--- config.mk ---
export PLATFORM = sky130hd
export DESIGN_NAME = izh_param_loader
export DESIGN_NICKNAME = d
export VERILOG_FILES = /design/src/rtl/izh_param_loader.sv
export SDC_FILE = /design/constraint.sdc
export NUM_CORES = 1
export LEC_CHECK = 0
export CORE_MARGIN = 3
export CORE_UTILIZATION = 60
export CTS_CLUSTER_SIZE = 25
export DETAILED_ROUTE_END_ITERATION = 6
export GPL_ROUTABILITY_DRIVEN = 0
export PLACE_DENSITY = 0.82
export SLEW_MARGIN = 25
export SYNTH_ARGS = -nofsm -noshare
export SYNTH_HDL_FRONTEND = slang
export SYNTH_SLANG_ARGS = --single-unit
--- constraint.sdc ---
create_clock -name clk -period 5.65 [get_ports clk]
set_clock_uncertainty 0.2 [all_clocks]
set_input_delay 0.565 -clock clk [delete_from_list [all_inputs] [get_ports clk]]
set_output_delay 0.565 -clock clk [all_outputs]
set_load 0.02 [all_outputs]
--- src/rtl/izh_param_loader.sv ---
`default_nettype none
// ============================================================================
// Module      : izh_param_loader
// Description : Byte-stream parameter loader for the Izhikevich neuron core.
//               Receives framed updates (HEADER, A, B, C, D, CSUM) over a
//               valid/ready byte interface, validates format, checksum and
//               inter-byte timeout, and commits all four parameters
//               atomically. A single CLR_CMD byte withdraws params_ready.
// Revision    : 1.0 - initial release
// ============================================================================
module izh_param_loader #(
    parameter logic [7:0] HEADER  = 8'hA5,
    parameter logic [7:0] CLR_CMD = 8'h5A,
    parameter int         TIMEOUT = 255
) (
    input  logic       clk,
    input  logic       reset,
    input  logic [7:0] in_data,
    input  logic       in_valid,
    output logic       in_ready,
    output logic [5:0] param_a,
    output logic [5:0] param_b,
    output logic [5:0] param_c,
    output logic [5:0] param_d,
    output logic       params_ready,
    output logic       frame_ok,
    output logic       frame_err
);

    localparam logic [15:0] c_timeout = 16'(TIMEOUT);

    localparam logic [2:0] S_IDLE     = 3'd0;
    localparam logic [2:0] S_GET_A    = 3'd1;
    localparam logic [2:0] S_GET_B    = 3'd2;
    localparam logic [2:0] S_GET_C    = 3'd3;
    localparam logic [2:0] S_GET_D    = 3'd4;
    localparam logic [2:0] S_GET_CSUM = 3'd5;

    logic [2:0]  r_state,   w_state_nxt;
    logic [7:0]  r_xor,     w_xor_nxt;
    logic [15:0] r_cnt,     w_cnt_nxt;
    logic [5:0]  r_sh_a,    w_sh_a_nxt;
    logic [5:0]  r_sh_b,    w_sh_b_nxt;
    logic [5:0]  r_sh_c,    w_sh_c_nxt;
    logic [5:0]  r_sh_d,    w_sh_d_nxt;
    logic [5:0]  r_param_a, w_param_a_nxt;
    logic [5:0]  r_param_b, w_param_b_nxt;
    logic [5:0]  r_param_c, w_param_c_nxt;
    logic [5:0]  r_param_d, w_param_d_nxt;
    logic        r_ready,   w_ready_nxt;
    logic        r_ok,      w_ok_nxt;
    logic        r_err,     w_err_nxt;
    logic        r_in_ready;

    logic        w_acc;
    logic        w_bad_field;
    logic [15:0] w_cnt_inc;

    assign w_acc       = in_valid & r_in_ready;
    assign w_bad_field = (in_data[7:6] != 2'b00);
    assign w_cnt_inc   = r_cnt + 16'd1;

    // Next-state, datapath and pulse decode for the frame parser
    always_comb begin
        w_state_nxt   = r_state;
        w_xor_nxt     = r_xor;
        w_cnt_nxt     = r_cnt;
        w_sh_a_nxt    = r_sh_a;
        w_sh_b_nxt    = r_sh_b;
        w_sh_c_nxt    = r_sh_c;
        w_sh_d_nxt    = r_sh_d;
        w_param_a_nxt = r_param_a;
        w_param_b_nxt = r_param_b;
        w_param_c_nxt = r_param_c;
        w_param_d_nxt = r_param_d;
        w_ready_nxt   = r_ready;
        w_ok_nxt      = 1'b0;
        w_err_nxt     = 1'b0;

        if (r_state == S_IDLE) begin
            w_cnt_nxt = 16'd0;
            if (w_acc) begin
                if (in_data == HEADER) begin
                    w_state_nxt = S_GET_A;
                    w_xor_nxt   = HEADER;
                end else if (in_data == CLR_CMD) begin
                    w_ready_nxt = 1'b0;
                end
            end
        end else if (w_acc) begin
            w_cnt_nxt = 16'd0;
            if (r_state == S_GET_CSUM) begin
                w_state_nxt = S_IDLE;
                if (in_data == r_xor) begin
                    w_param_a_nxt = r_sh_a;
                    w_param_b_nxt = r_sh_b;
                    w_param_c_nxt = r_sh_c;
                    w_param_d_nxt = r_sh_d;
                    w_ready_nxt   = 1'b1;
                    w_ok_nxt      = 1'b1;
                end else begin
                    w_err_nxt = 1'b1;
                end
            end else if (w_bad_field) begin
                // Covers HEADER/CLR_CMD arriving mid-frame as well
                w_err_nxt   = 1'b1;
                w_state_nxt = S_IDLE;
            end else begin
                w_xor_nxt = r_xor ^ in_data;
                case (r_state)
                    S_GET_A: begin
                        w_sh_a_nxt  = in_data[5:0];
                        w_state_nxt = S_GET_B;
                    end
                    S_GET_B: begin
                        w_sh_b_nxt  = in_data[5:0];
                        w_state_nxt = S_GET_C;
                    end
                    S_GET_C: begin
                        w_sh_c_nxt  = in_data[5:0];
                        w_state_nxt = S_GET_D;
                    end
                    S_GET_D: begin
                        w_sh_d_nxt  = in_data[5:0];
                        w_state_nxt = S_GET_CSUM;
                    end
                    default: w_state_nxt = S_IDLE;
                endcase
            end
        end else if (w_cnt_inc == c_timeout) begin
            // An accepted byte on this edge would have taken the branch above
            w_err_nxt   = 1'b1;
            w_state_nxt = S_IDLE;
            w_cnt_nxt   = 16'd0;
        end else begin
            w_cnt_nxt = w_cnt_inc;
        end
    end

    // State, shadow, committed-parameter and pulse registers
    always_ff @(posedge clk or posedge reset) begin
        if (reset) begin
            r_state    <= S_IDLE;
            r_xor      <= 8'd0;
            r_cnt      <= 16'd0;
            r_sh_a     <= 6'd0;
            r_sh_b     <= 6'd0;
            r_sh_c     <= 6'd0;
            r_sh_d     <= 6'd0;
            r_param_a  <= 6'd0;
            r_param_b  <= 6'd0;
            r_param_c  <= 6'd0;
            r_param_d  <= 6'd0;
            r_ready    <= 1'b0;
            r_ok       <= 1'b0;
            r_err      <= 1'b0;
            r_in_ready <= 1'b0;
        end else begin
            r_state    <= w_state_nxt;
            r_xor      <= w_xor_nxt;
            r_cnt      <= w_cnt_nxt;
            r_sh_a     <= w_sh_a_nxt;
            r_sh_b     <= w_sh_b_nxt;
            r_sh_c     <= w_sh_c_nxt;
            r_sh_d     <= w_sh_d_nxt;
            r_param_a  <= w_param_a_nxt;
            r_param_b  <= w_param_b_nxt;
            r_param_c  <= w_param_c_nxt;
            r_param_d  <= w_param_d_nxt;
            r_ready    <= w_ready_nxt;
            r_ok       <= w_ok_nxt;
            r_err      <= w_err_nxt;
            r_in_ready <= 1'b1;
        end
    end

    assign in_ready     = r_in_ready;
    assign param_a      = r_param_a;
    assign param_b      = r_param_b;
    assign param_c      = r_param_c;
    assign param_d      = r_param_d;
    assign params_ready = r_ready;
    assign frame_ok     = r_ok;
    assign frame_err    = r_err;

endmodule
`default_nettype wire

==> run summary, run 1 <==
routed vias - 2454
reg-to-reg critical path endpoint - r_state[2]$_DFFE_PP0P_
fin nets - 365
setup bufs post-CTS - 0
Final ANT Viol Nets - 0
Sw Ratio - 0.232
Layout area overhead - 16.8%
DIE WIDTH - 84.0 um
Inst Count DP - 413
cell leakage power - 1.91 nW
vias in the first global route - 2435
Crit. Startpoint - r_cnt[0]$_DFF_PP0_
synthesis-stage register bit count - 79
CTS tree - yes
Final Hold Viols - 0
Layout Cells excl Fill - 429
Reg-to-Reg Start - r_cnt[0]$_DFF_PP0_
hold_buf cts - 0
share of cells above drive strength 1 - 0.202
Core Box Area - 5710 sq um
global-route usage over all layers - 0.215
routed len/inst - 16.1 um
Worst setup SP type - flip-flop
global-route wire length before repair - 11900 um
clock buffer depth - 2
DR pass1 iterations - 4
# setup viols final - 0
Gate power share - 0.058
Filler cells - 397
maximum vdd drop - 0.156 mV
Die ar. - 7060 sq um
worst-path fanout max - 18
Total Power - 1.07 mW
gr ovfl total - 0
crit path capture - r_state[2]$_DFFE_PP0P_
Max-slew headroom - 0.487
Worst Setup Path Type - reg -> reg
synthesized area per cell - 11.5 sq um
RSZ-0062 raised after global routing - no
post_cts resized - 0
Flop pwr share - 0.554
crit path time final - 3.08 ns
Site Rows - 27
Worst EP arrival - 3.07 ns
antenna cells - 0
Port Buffers - 38
Mapped Cells - 318
reg-to-reg setup timing slack - 2.57 ns
setup TNS - 0 ns
Via density - 5.72
clock power share - 0.388
H-tree Lvls - 3
CTS sink cnt - 79
path depth of the worst reg2reg path - 7
worst slew pin tran - 0.764 ns
cts bufs inserted - 9
sequential cell area - 1980 sq um
DRC - 0
Power Internal - 0.826 mW
CP required - 5.64 ns
clk_lat worst skew - 0.34 ns
Top Ports - 39
area of the multi-input gates - 1560 sq um
max_cap viols - 0
first-iteration detailed-routing DRC count - 211
Sw Pwr - 0.249 mW
initial antenna violation count - 0
height of the die - 84.0 um
Final period util - 0.545
outcome - finished, final reports clean
Post-synth EDFFs - 0
Initial Util - 0.639
power density cells - 252 nW/um^2
Reg clk slew, reported paths - 0.08 ns
Max Freq - 325 MHz
sequential area share after synthesis - 0.542
Clock Tree Root - clkbuf_8
ys flop type - dfrtp_1
Synth Cell Area - 3650 sq um
Final Max Tran Viols - 0
Final HPWL DP - 4720 um
CP Capture Type - flip-flop
DRT Wirelength - 6930 um
Synth cell types - 50
pin count of the biggest net entering global routing - 80
fraction of registers with async set/reset - 1.00
Syn. warnings - 0
Synthesized Nets - 331
worst hold path class - reg -> reg
## worst min-delay path by stage
stage,startpoint,endpoint,slack [ns],depth (start not counted)
CTS,r_sh_d[5]$_DFFE_PP0P_,r_sh_d[5]$_DFFE_PP0P_,0.28,2
global route,r_sh_a[5]$_DFFE_PP0P_,r_sh_a[5]$_DFFE_PP0P_,0.32,1
detailed placement,r_sh_d[5]$_DFFE_PP0P_,r_sh_d[5]$_DFFE_PP0P_,0.27,2
floorplan,r_sh_c[0]$_DFFE_PP0P_,r_sh_c[0]$_DFFE_PP0P_,0.24,2
global placement,r_sh_c[0]$_DFFE_PP0P_,r_sh_c[0]$_DFFE_PP0P_,0.26,2
finish,r_sh_d[5]$_DFFE_PP0P_,r_sh_d[5]$_DFFE_PP0P_,0.28,2
## synth_stat cells, types with 2 or more instances
| cell type | instances | share of area |
|---|---|---|
| dfrtp_1 | 79 | 0.54 |
| mux2_2 | 45 | 0.14 |
| nor2_1 | 21 | 0.022 |
| nand2_1 | 18 | 0.019 |
| nor3_1 | 17 | 0.023 |
| xnor2_1 | 17 | 0.041 |
| o21ai_0 | 15 | 0.021 |
| inv_1 | 9 | 0.0093 |
| nand3_1 | 8 | 0.011 |
| and3_1 | 7 | 0.012 |
| clkbuf_1 | 7 | 0.0072 |
| a21oi_1 | 6 | 0.0082 |
| nand4_1 | 6 | 0.010 |
| xor2_1 | 6 | 0.014 |
| o31ai_1 | 5 | 0.010 |
| buf_2 | 4 | 0.0055 |
| and4_1 | 3 | 0.0072 |
| buf_4 | 3 | 0.0062 |
| nand2b_1 | 3 | 0.0051 |
| nor4_1 | 3 | 0.0051 |
| nor4bb_1 | 3 | 0.0082 |
| ha_1 | 2 | 0.0069 |
| nor2b_1 | 2 | 0.0034 |
| nor3_2 | 2 | 0.0055 |
| o21a_1 | 2 | 0.0041 |
## cell usage in the layout, fill, tap and decap left out, types with 6 or more instances in the layout
cell type,n
nor2_1,21
o21ai_0,14
inv_1,8
xnor2_1,17
a21oi_1,6
nand3_1,8
nand4_1,6
clkdlybuf4s50_1,38
nand2_1,18
nor3_1,17
xor2_1,6
and3_1,7
mux2_2,45
dfrtp_1,79
clkbuf_8,10
## power groups by stage
stage | combinational (mW) | sequential (mW) | clock, mW
finish | 0.0627 | 0.595 | 0.417
global route | 0.0696 | 0.597 | 0.450
CTS | 0.0628 | 0.595 | 0.423
detailed placement | 0.0628 | 0.606 | 0
global placement | 0.0604 | 0.604 | 0
floorplan | 0.0414 | 0.602 | 0
## worst max-delay path, stage by stage, from the launching register on
cell and delay [ns]:
dfrtp_1 0.44, ha_1 0.37, nand4_1 0.23, nor4_1 0.61, nand3_1 0.14, o31ai_1 0.09
and4_1 0.68, o311ai_1 0.17
## per-stage QoR
stage	cell area, sq um	setup WS, ns	hold WS, ns	util
3_3_place_gp	4050	2.32	0.259	0.710
3_5_place_dp	4050	2.17	0.265	0.710
2_1_floorplan	3650	2.86	0.244	-
6_report	4260	2.57	0.279	0.746
5_1_grt	4260	2.32	0.323	0.746
4_1_cts	4250	2.54	0.283	0.745
## area by class of cell
class                      instances  area share
clock buffer                      11      0.0332
clock inverter                     5      0.0135
inverter                           9     0.00793
multi-input combinational        213       0.367
sequential                        79       0.464
tap                               72      0.0211
timing repair buffer              40      0.0937
## cells by family after synthesis
logic type,Yosys count,synth area share
simple gates,101,0.149
flops,79,0.542
mux,46,0.142
compound gates,40,0.0706
buf+inv,26,0.0336
xor+xnor,23,0.0552
fa+ha+maj,2,0.00686
other cells,1,0.00103
## state kept, by name, summed over array words and instances, names as in the netlist
signal and flops:
frame_err 1, frame_ok 1, in_ready 1, param_a 6
param_b 6, param_c 6, param_d 6, params_ready 1
r_cnt 16, r_sh_a 6, r_sh_b 6, r_sh_c 6
r_sh_d 6, r_state 3, r_xor 8
## metal layers
| metal | track usage | routed length (um) |
|---|---|---|
| met1 | 0.304 | 3240 |
| met3 | 0.0395 | 272 |
| met2 | 0.327 | 3310 |
| met5 | 0 | 0 |
| met4 | 0.0906 | 105 |
Power figures use the tool's default switching activity.
==> run 2, diff against run 1 <==
CORE_UTILIZATION = 51   (was 60)
PLACE_DENSITY = 0.74   (was 0.82)
clock period = 2.65 ns   (was 5.65 ns; I/O delays follow)
==> run 2 against run 1 <==
Net effect:
- final area is 4.0% higher
- non-clock buffer count is 16 higher
- largest power group unchanged
- global-route usage decreased by 2.9 points
- flip-flop and latch count stayed put
- largest cell class unchanged
- final cell count increased by 9.3%
- utilization fell by 10 points
- critical endpoint unchanged
- via count grew 3.3%
- worst hold slack got worse by 0.15 ns
- routed wire length up 4.3%
- register-to-register slack got worse by 2.4 ns
- sequential share of layout area shrank 1.8 points
==> run summary, run 2 (synthesis gave the netlist of run 1 again) <==
outcome - finished, final reports clean
DRC - 0
CP cell instances - ha_1, nand4_1, nor4_2, buf_4, nand3_1, o31ai_1, and4_1, buf_4, o311ai_1
Initial Util - 0.531
crit path time final - 2.49 ns
critical path's top delay family - simple AND/OR/NAND/NOR gates
Final Hold Viols - 0
Final period util - 0.941
critical path's largest stage delay - 0.44 ns
Worst Setup Path Type - reg -> reg
initial antenna violation count - 0
power density cells - 526 nW/um^2
CP required - 2.65 ns
Place WS - 0.0443 ns
Core Box Area - 6870 sq um
CTS tree - yes
Top Ports - 39
CTS sink cnt - 79
most flop-heavy register - r_cnt
setup TNS - 0 ns
vias in the first global route - 2477
DR pass1 iterations - 4
cell leakage power - 2.00 nW
Final HPWL DP - 5030 um
gr ovfl total - 0
worst hold path class - in -> async
commonest non-fill, non-tap cells in the layout - dfrtp_1, mux2_2, clkdlybuf4s50_1
sequential cell area - 1980 sq um
CP Buf/Inv Count - 2
global-route wire length before repair - 12300 um
# setup viols final - 0
setup bufs post-CTS - 0
RSZ-0062 raised after global routing - no
Clock Tree Root - clkbuf_8
Via density - 5.40
cts bufs inserted - 9
Port Buffers - 38
hold_buf cts - 0
CP max stage cell - dfrtp_1
clock buffer depth - 2
Worst EP arrival - 2.49 ns
routed vias - 2534
top flop regs - r_cnt: 16 flops, r_xor: 8 flops
Final ANT Viol Nets - 0
pin count of the biggest net entering global routing - 80
worst-path fanout max - 10
maximum vdd drop - 0.348 mV
Die ar. - 8210 sq um
most common cell after layout, fill and taps aside - dfrtp_1
fin util - 0.645
final worst slack - 0.156 ns
worst slew pin tran - 0.566 ns
fin nets - 381
Worst setup SP type - flip-flop
Layout area overhead - 21.4%
max_cap viols - 0
Reg clk slew, reported paths - 0.08 ns
max reg flops - 16
DIE WIDTH - 90.6 um
first-iteration detailed-routing DRC count - 222
Final Max Tran Viols - 0
Filler cells - 541
global-route usage over all layers - 0.185
CP Capture Type - flip-flop
Min Hold Slack - 0.126 ns
Total Power - 2.33 mW
most frequent CP cell - buf_4
Site Rows - 30
post_cts resized - 0
antenna cells - 0
area of the multi-input gates - 1570 sq um
share of cells above drive strength 1 - 0.241
height of the die - 90.6 um
Max Freq - 401 MHz
Max-slew headroom - 0.623
clk_lat worst skew - 0.35 ns
H-tree Lvls - 3
DRT Wirelength - 7230 um
routed len/inst - 15.4 um
==> run 2: through the flow <==
step / cells / instance area (sq um)
floorplan: 318 / 3650
global placement: 453 / 4220
detailed placement: 453 / 4220
CTS: 469 / 4420
global route: 469 / 4430
finish: 469 / 4430
==> run 2: final timing paths <==
check,startpoint,to,slack (ns),cells after the start
worst max register to register,r_cnt[0]$_DFF_PP0_,r_state[2]$_DFFE_PP0P_,0.16,9
min in group clk,r_sh_d[5]$_DFFE_PP0P_,r_sh_d[5]$_DFFE_PP0P_,0.29,2
worst max-delay path,r_cnt[0]$_DFF_PP0_,r_state[2]$_DFFE_PP0P_,0.16,9
max in group asynchronous,reset,r_sh_c[4]$_DFFE_PP0P_,1.81,3
worst min register to register,r_sh_d[5]$_DFFE_PP0P_,r_sh_d[5]$_DFFE_PP0P_,0.29,2
worst min-delay path,reset,param_a[4]$_DFFE_PP0P_,0.13,3
==> run 2: worst register-to-register path, delay by kind of cell (launching register included) <==
family,cells,cell delay [ns]
adders and majority gates,1,0.30
buffers and inverters,2,0.36
and+or+nand+nor,4,0.89
AOI/OAI and AO/OA,2,0.17
DFF,1,0.44
==> run 2: per-layer routing <==
layer,vias up,part of all wire,GRT usage
met5,-,0,0
met3,9,0.044,0.0333
met4,0,0.011,0.0651
li1,1226,-,-
met2,59,0.47,0.274
met1,1240,0.48,0.274
==> run 2: area by class of cell <==
type                            instances  share of cell area
Clock buffer                            9              0.0280
Clock inverter                          7              0.0181
Inverter                                9             0.00762
Multi-Input combinational cell        213               0.354
Sequential cell                        79               0.446
Tap cell                               96              0.0271
Timing Repair Buffer                   56               0.119
==> run 2: report_power, final <==
part	internal, mW	total (mW)	switching, mW
sequential	1.24	1.27	0.0277
combinational	0.0675	0.144	0.0761
clock	0.448	0.917	0.469
total	1.76	2.33	0.573
==> patch 1 (config.mk and constraints of run 2) <==
Take the reset off `r_sh_a`, `r_sh_b`, `r_sh_c` and `r_sh_d` and load them in a clocked block of their own.
--- a/src/rtl/izh_param_loader.sv
+++ b/src/rtl/izh_param_loader.sv
@@ -144,8 +144,4 @@
             r_xor      <= 8'd0;
             r_cnt      <= 16'd0;
-            r_sh_a     <= 6'd0;
-            r_sh_b     <= 6'd0;
-            r_sh_c     <= 6'd0;
-            r_sh_d     <= 6'd0;
             r_param_a  <= 6'd0;
             r_param_b  <= 6'd0;
@@ -160,8 +156,4 @@
             r_xor      <= w_xor_nxt;
             r_cnt      <= w_cnt_nxt;
-            r_sh_a     <= w_sh_a_nxt;
-            r_sh_b     <= w_sh_b_nxt;
-            r_sh_c     <= w_sh_c_nxt;
-            r_sh_d     <= w_sh_d_nxt;
             r_param_a  <= w_param_a_nxt;
             r_param_b  <= w_param_b_nxt;
@@ -173,4 +165,11 @@
             r_in_ready <= 1'b1;
         end
+    end
+
+    always_ff @(posedge clk) begin
+        r_sh_a <= w_sh_a_nxt;
+        r_sh_b <= w_sh_b_nxt;
+        r_sh_c <= w_sh_c_nxt;
+        r_sh_d <= w_sh_d_nxt;
     end
 
Formal check against the unedited RTL: same outputs for any inputs over 10 cycles, from zero or initial values and one cycle with reset high; that may be too few to reach the edited logic, so the function may still have changed.
==> patch 1 against run 2 <==
  * Routed wire length shrank 12%
  * Area after synthesis down 6.4%
  * Final cell count decreased by 14%
  * First-iteration DRC count fell by 40%
  * Final area shrank 4.6%
  * Sequential cell count stayed put
  * Setup slack better by 66 ps
  * Global-route usage barely moved
Power is not compared: it rests on default switching activity, and its combinational part moved more than twofold at a synthesized area within 25%.
==> patch 1: results (changes against run 2) <==
status finished clean; vias in the first global route 2152 (-13%); xor and xnor area share after synthesis 6.156% (+0.64 points); DP Worst Slack 122.8 ps (+78.54 ps); WL final 6388 um (-12%); Non-Filler Instances 401 (-14%); CP max FO 12 (+2); met3 Use GR 4.516% (+1.2 points); GR Layer Usage met2 27.40% (about the same); EDFF count, synth 24 (+24); post-synthesis sequential area ratio 61.41% (+7.2 points); Syn Nets 278 (-16%); met1 WL 3152 um (-8.7%); fmax 411.8 MHz (+2.7%); post-DP HPWL 4382 um (-13%); fin nets 332 (-13%); max_slew headroom 64.54% (+2.3 points); Tot GR Track Use 18.55% (about the same); most instantiated cells after synthesis dfrtp_1 (55), edfxtp_1 (24), mux2_2 (24); largest stage delay on the critical path 550 ps (+110 ps); largest net degree at the start of global routing 56 (-30%); Post-synth ARST share 69.62% (-30 points); drt via density 5.551 (+2.7%); synth top area cells dfrtp_1 (40%), edfxtp_1 (21%), mux2_2 (7.9%); starting DRC count in detailed routing 134 (-40%); post-synthesis mux area share 8.208% (-6.0 points); Crit-path slowest cell or4b_1; Syn Area/Cell 12.89 um2 (+12%); r2r setup slk 220 ps (+70 ps); WP data arrival 2450 ps (-40 ps); Met2 Wirelength 2837 um (-16%); met1 GRT Util 26.68% (-0.76 points); first-pass GRT wire length 10780 um (-13%); Yosys cell types 46 (-8.0%); FF-to-FF path depth 7 (-2); drt pass-1 iters 5 (+1); Adder-Cell Fraction of Synth Area 0.7329% (+0.047 points)
patch 1: cell type report:
cell class                 count  area (um2)
fill                         497        2195
sequential                    79        2097
multi-input combinational    169        1250
timing repair buffer          52       510.5
clock buffer                  10       127.6
clock inverter                 6       116.4
tap                           77       96.34
inverter                       8       30.03
patch 1: how the worst min path moves through the flow:
stage	start	end	slack, ps	cells after the start
after floorplan	in_data[0]	r_sh_a[0]$_DFFE_PP_	160	0
after global placement	r_xor[7]$_DFFE_PP0P_	r_xor[7]$_DFFE_PP0P_	260	1
after detailed placement	r_sh_c[3]$_DFFE_PP_	param_c[3]$_DFFE_PP0P_	270	1
after CTS	reset	param_c[5]$_DFFE_PP0P_	90	3
after global routing	reset	param_c[1]$_DFFE_PP0P_	110	3
final	reset	param_c[1]$_DFFE_PP0P_	90	3
patch 1: where the power goes:
group | internal, mW | switching (mW)
registers | 1.35 | 0.105
clock network | 0.632 | 0.435
logic | 0.202 | 0.261
total | 2.18 | 0.800
==> patch 2 (config.mk and constraints of run 2) <==
Made on the original files. The parameter `TIMEOUT` goes from 255 to 128.
--- a/src/rtl/izh_param_loader.sv
+++ b/src/rtl/izh_param_loader.sv
@@ -12,5 +12,5 @@
     parameter logic [7:0] HEADER  = 8'hA5,
     parameter logic [7:0] CLR_CMD = 8'h5A,
-    parameter int         TIMEOUT = 255
+    parameter int         TIMEOUT = 128
 ) (
     input  logic       clk,
Function: same outputs for any inputs over 10 cycles, from zero or initial values and one cycle with reset high; that may be too few to reach the edited logic, so the function may still have changed.
==> patch 2 against run 2 <==
  * Setup slack better by 170 ps
  * Sequential cell count stayed put
  * Final cell count decreased by 2.8%
  * Synthesized cell count fell by 3.5%
  * Register-to-register slack improved by 180 ps
  * Core utilization is 0.61 points higher
  * Area after synthesis down 1.1%
  * Power grew 4.7%
  * Non-clock buffer count up 1
  * Final area is 0.40% higher
  * Sequential power fell by 4%
  * First-iteration DRC count is 9.9% lower
  * Routed wire length is 0.42% lower
  * Critical endpoint is now r_xor[4]$_DFFE_PP0P_
  * Largest cell class unchanged
  * Largest power group unchanged
  * Highest routed layer unchanged
==> patch 2: results (changes against run 2) <==
Fillers 537 (-0.74%); Compound-Gate Fraction of Synth Area 5.964% (-1.1 points); FF-to-FF path depth 7 (-2); Worst VDD drop 0.3448 mV (-0.94%); Adder-Cell Fraction of Synth Area 0.3467% (-0.34 points); WP data arrival 2350 ps (-140 ps); largest stage delay on the critical path 620 ps (+180 ps); xor and xnor area share after synthesis 6.311% (+0.79 points); DP Worst Slack 45.09 ps (+0.8016 ps); status finished clean; Syn Nets 319 (-3.6%); Leak 2.058 nW (+2.7%); Yosys cell types 42 (-16%); post-synthesis mux area share 15.26% (+1.1 points); worst hold slack 82.62 ps (-43.56 ps); Slew @ Worst Pin 762.4 ps (+196.5 ps); drt via density 5.379 (-0.44%); first-pass GRT wire length 12500 um (+1.5%); Tot GR Track Use 19.14% (+0.59 points); fin nets 367 (-3.7%); WL final 7196 um (-0.42%); vias in the first global route 2488 (+0.44%); synth top area cells dfrtp_1 (55%), mux2_2 (14%), xnor2_1 (4.9%); Final Critical Period 2320 ps (-174.4 ps); most instantiated cells after synthesis dfrtp_1 (79), mux2_2 (46), nor2_1 (34); starting DRC count in detailed routing 200 (-9.9%); share of cells above drive strength 1 25.28% (+1.1 points)
==> patch 2: layout make-up <==
cell class | instances | area share (%)
clock buffer | 10 | 3.093
multi-input combinational | 204 | 34.50
inverter | 4 | 0.3375
tap | 96 | 2.700
clock inverter | 6 | 2.615
timing repair buffer | 57 | 12.32
sequential | 79 | 44.43
==> patch 2: metrics by stage <==
stage	power [mW]	util, %	cells	instance area (um2)
3_5_place_dp	1.349	61.41	440	4195
5_1_grt	2.528	65.13	456	4449
3_3_place_gp	1.347	61.41	440	4195
4_1_cts	2.454	65.13	456	4449
6_report	2.439	65.13	456	4449
2_1_floorplan	1.297	-	307	3608
==> patch 2: report_power, final <==
group	internal, mW	total [mW]	switching, mW
sequential	1.21	1.22	0.00673
combinational	0.0446	0.105	0.0603
clock	0.658	1.12	0.457
total	1.91	2.44	0.524
==> patch 2: cell families (layout without fill, tap and decap cells) <==
logic type / after synthesis / after routing
multiplexers: 49 / 49
AO/OA/AOI/OAI: 29 / 29
flip-flops: 79 / 79
buffers and inverters: 24 / 77
XOR/XNOR: 26 / 26
adder cells (fa/ha/maj): 1 / 1
other: 1 / 1
AND/OR/NAND/NOR: 98 / 98
==> patch 2: layer usage <==
metal | track usage (%) | part of all wire [%]
met5 | 0 | 0
met2 | 28.56 | 46
met4 | 7.526 | 1.6
met1 | 27.50 | 48
met3 | 3.933 | 3.7
==> patch 2: worst max path at each step <==
| stage | start | to |
|---|---|---|
| 6_report | in_data[2] | r_xor[4]$_DFFE_PP0P_ |
| 3_3_place_gp | in_data[2] | r_xor[3]$_DFFE_PP0P_ |
| 5_1_grt | in_data[2] | r_xor[1]$_DFFE_PP0P_ |
| 3_5_place_dp | in_data[2] | r_xor[1]$_DFFE_PP0P_ |
| 2_1_floorplan | reset | frame_err$_DFF_PP0_ |
| 4_1_cts | r_cnt[0]$_DFF_PP0_ | r_state[2]$_DFFE_PP0P_ |
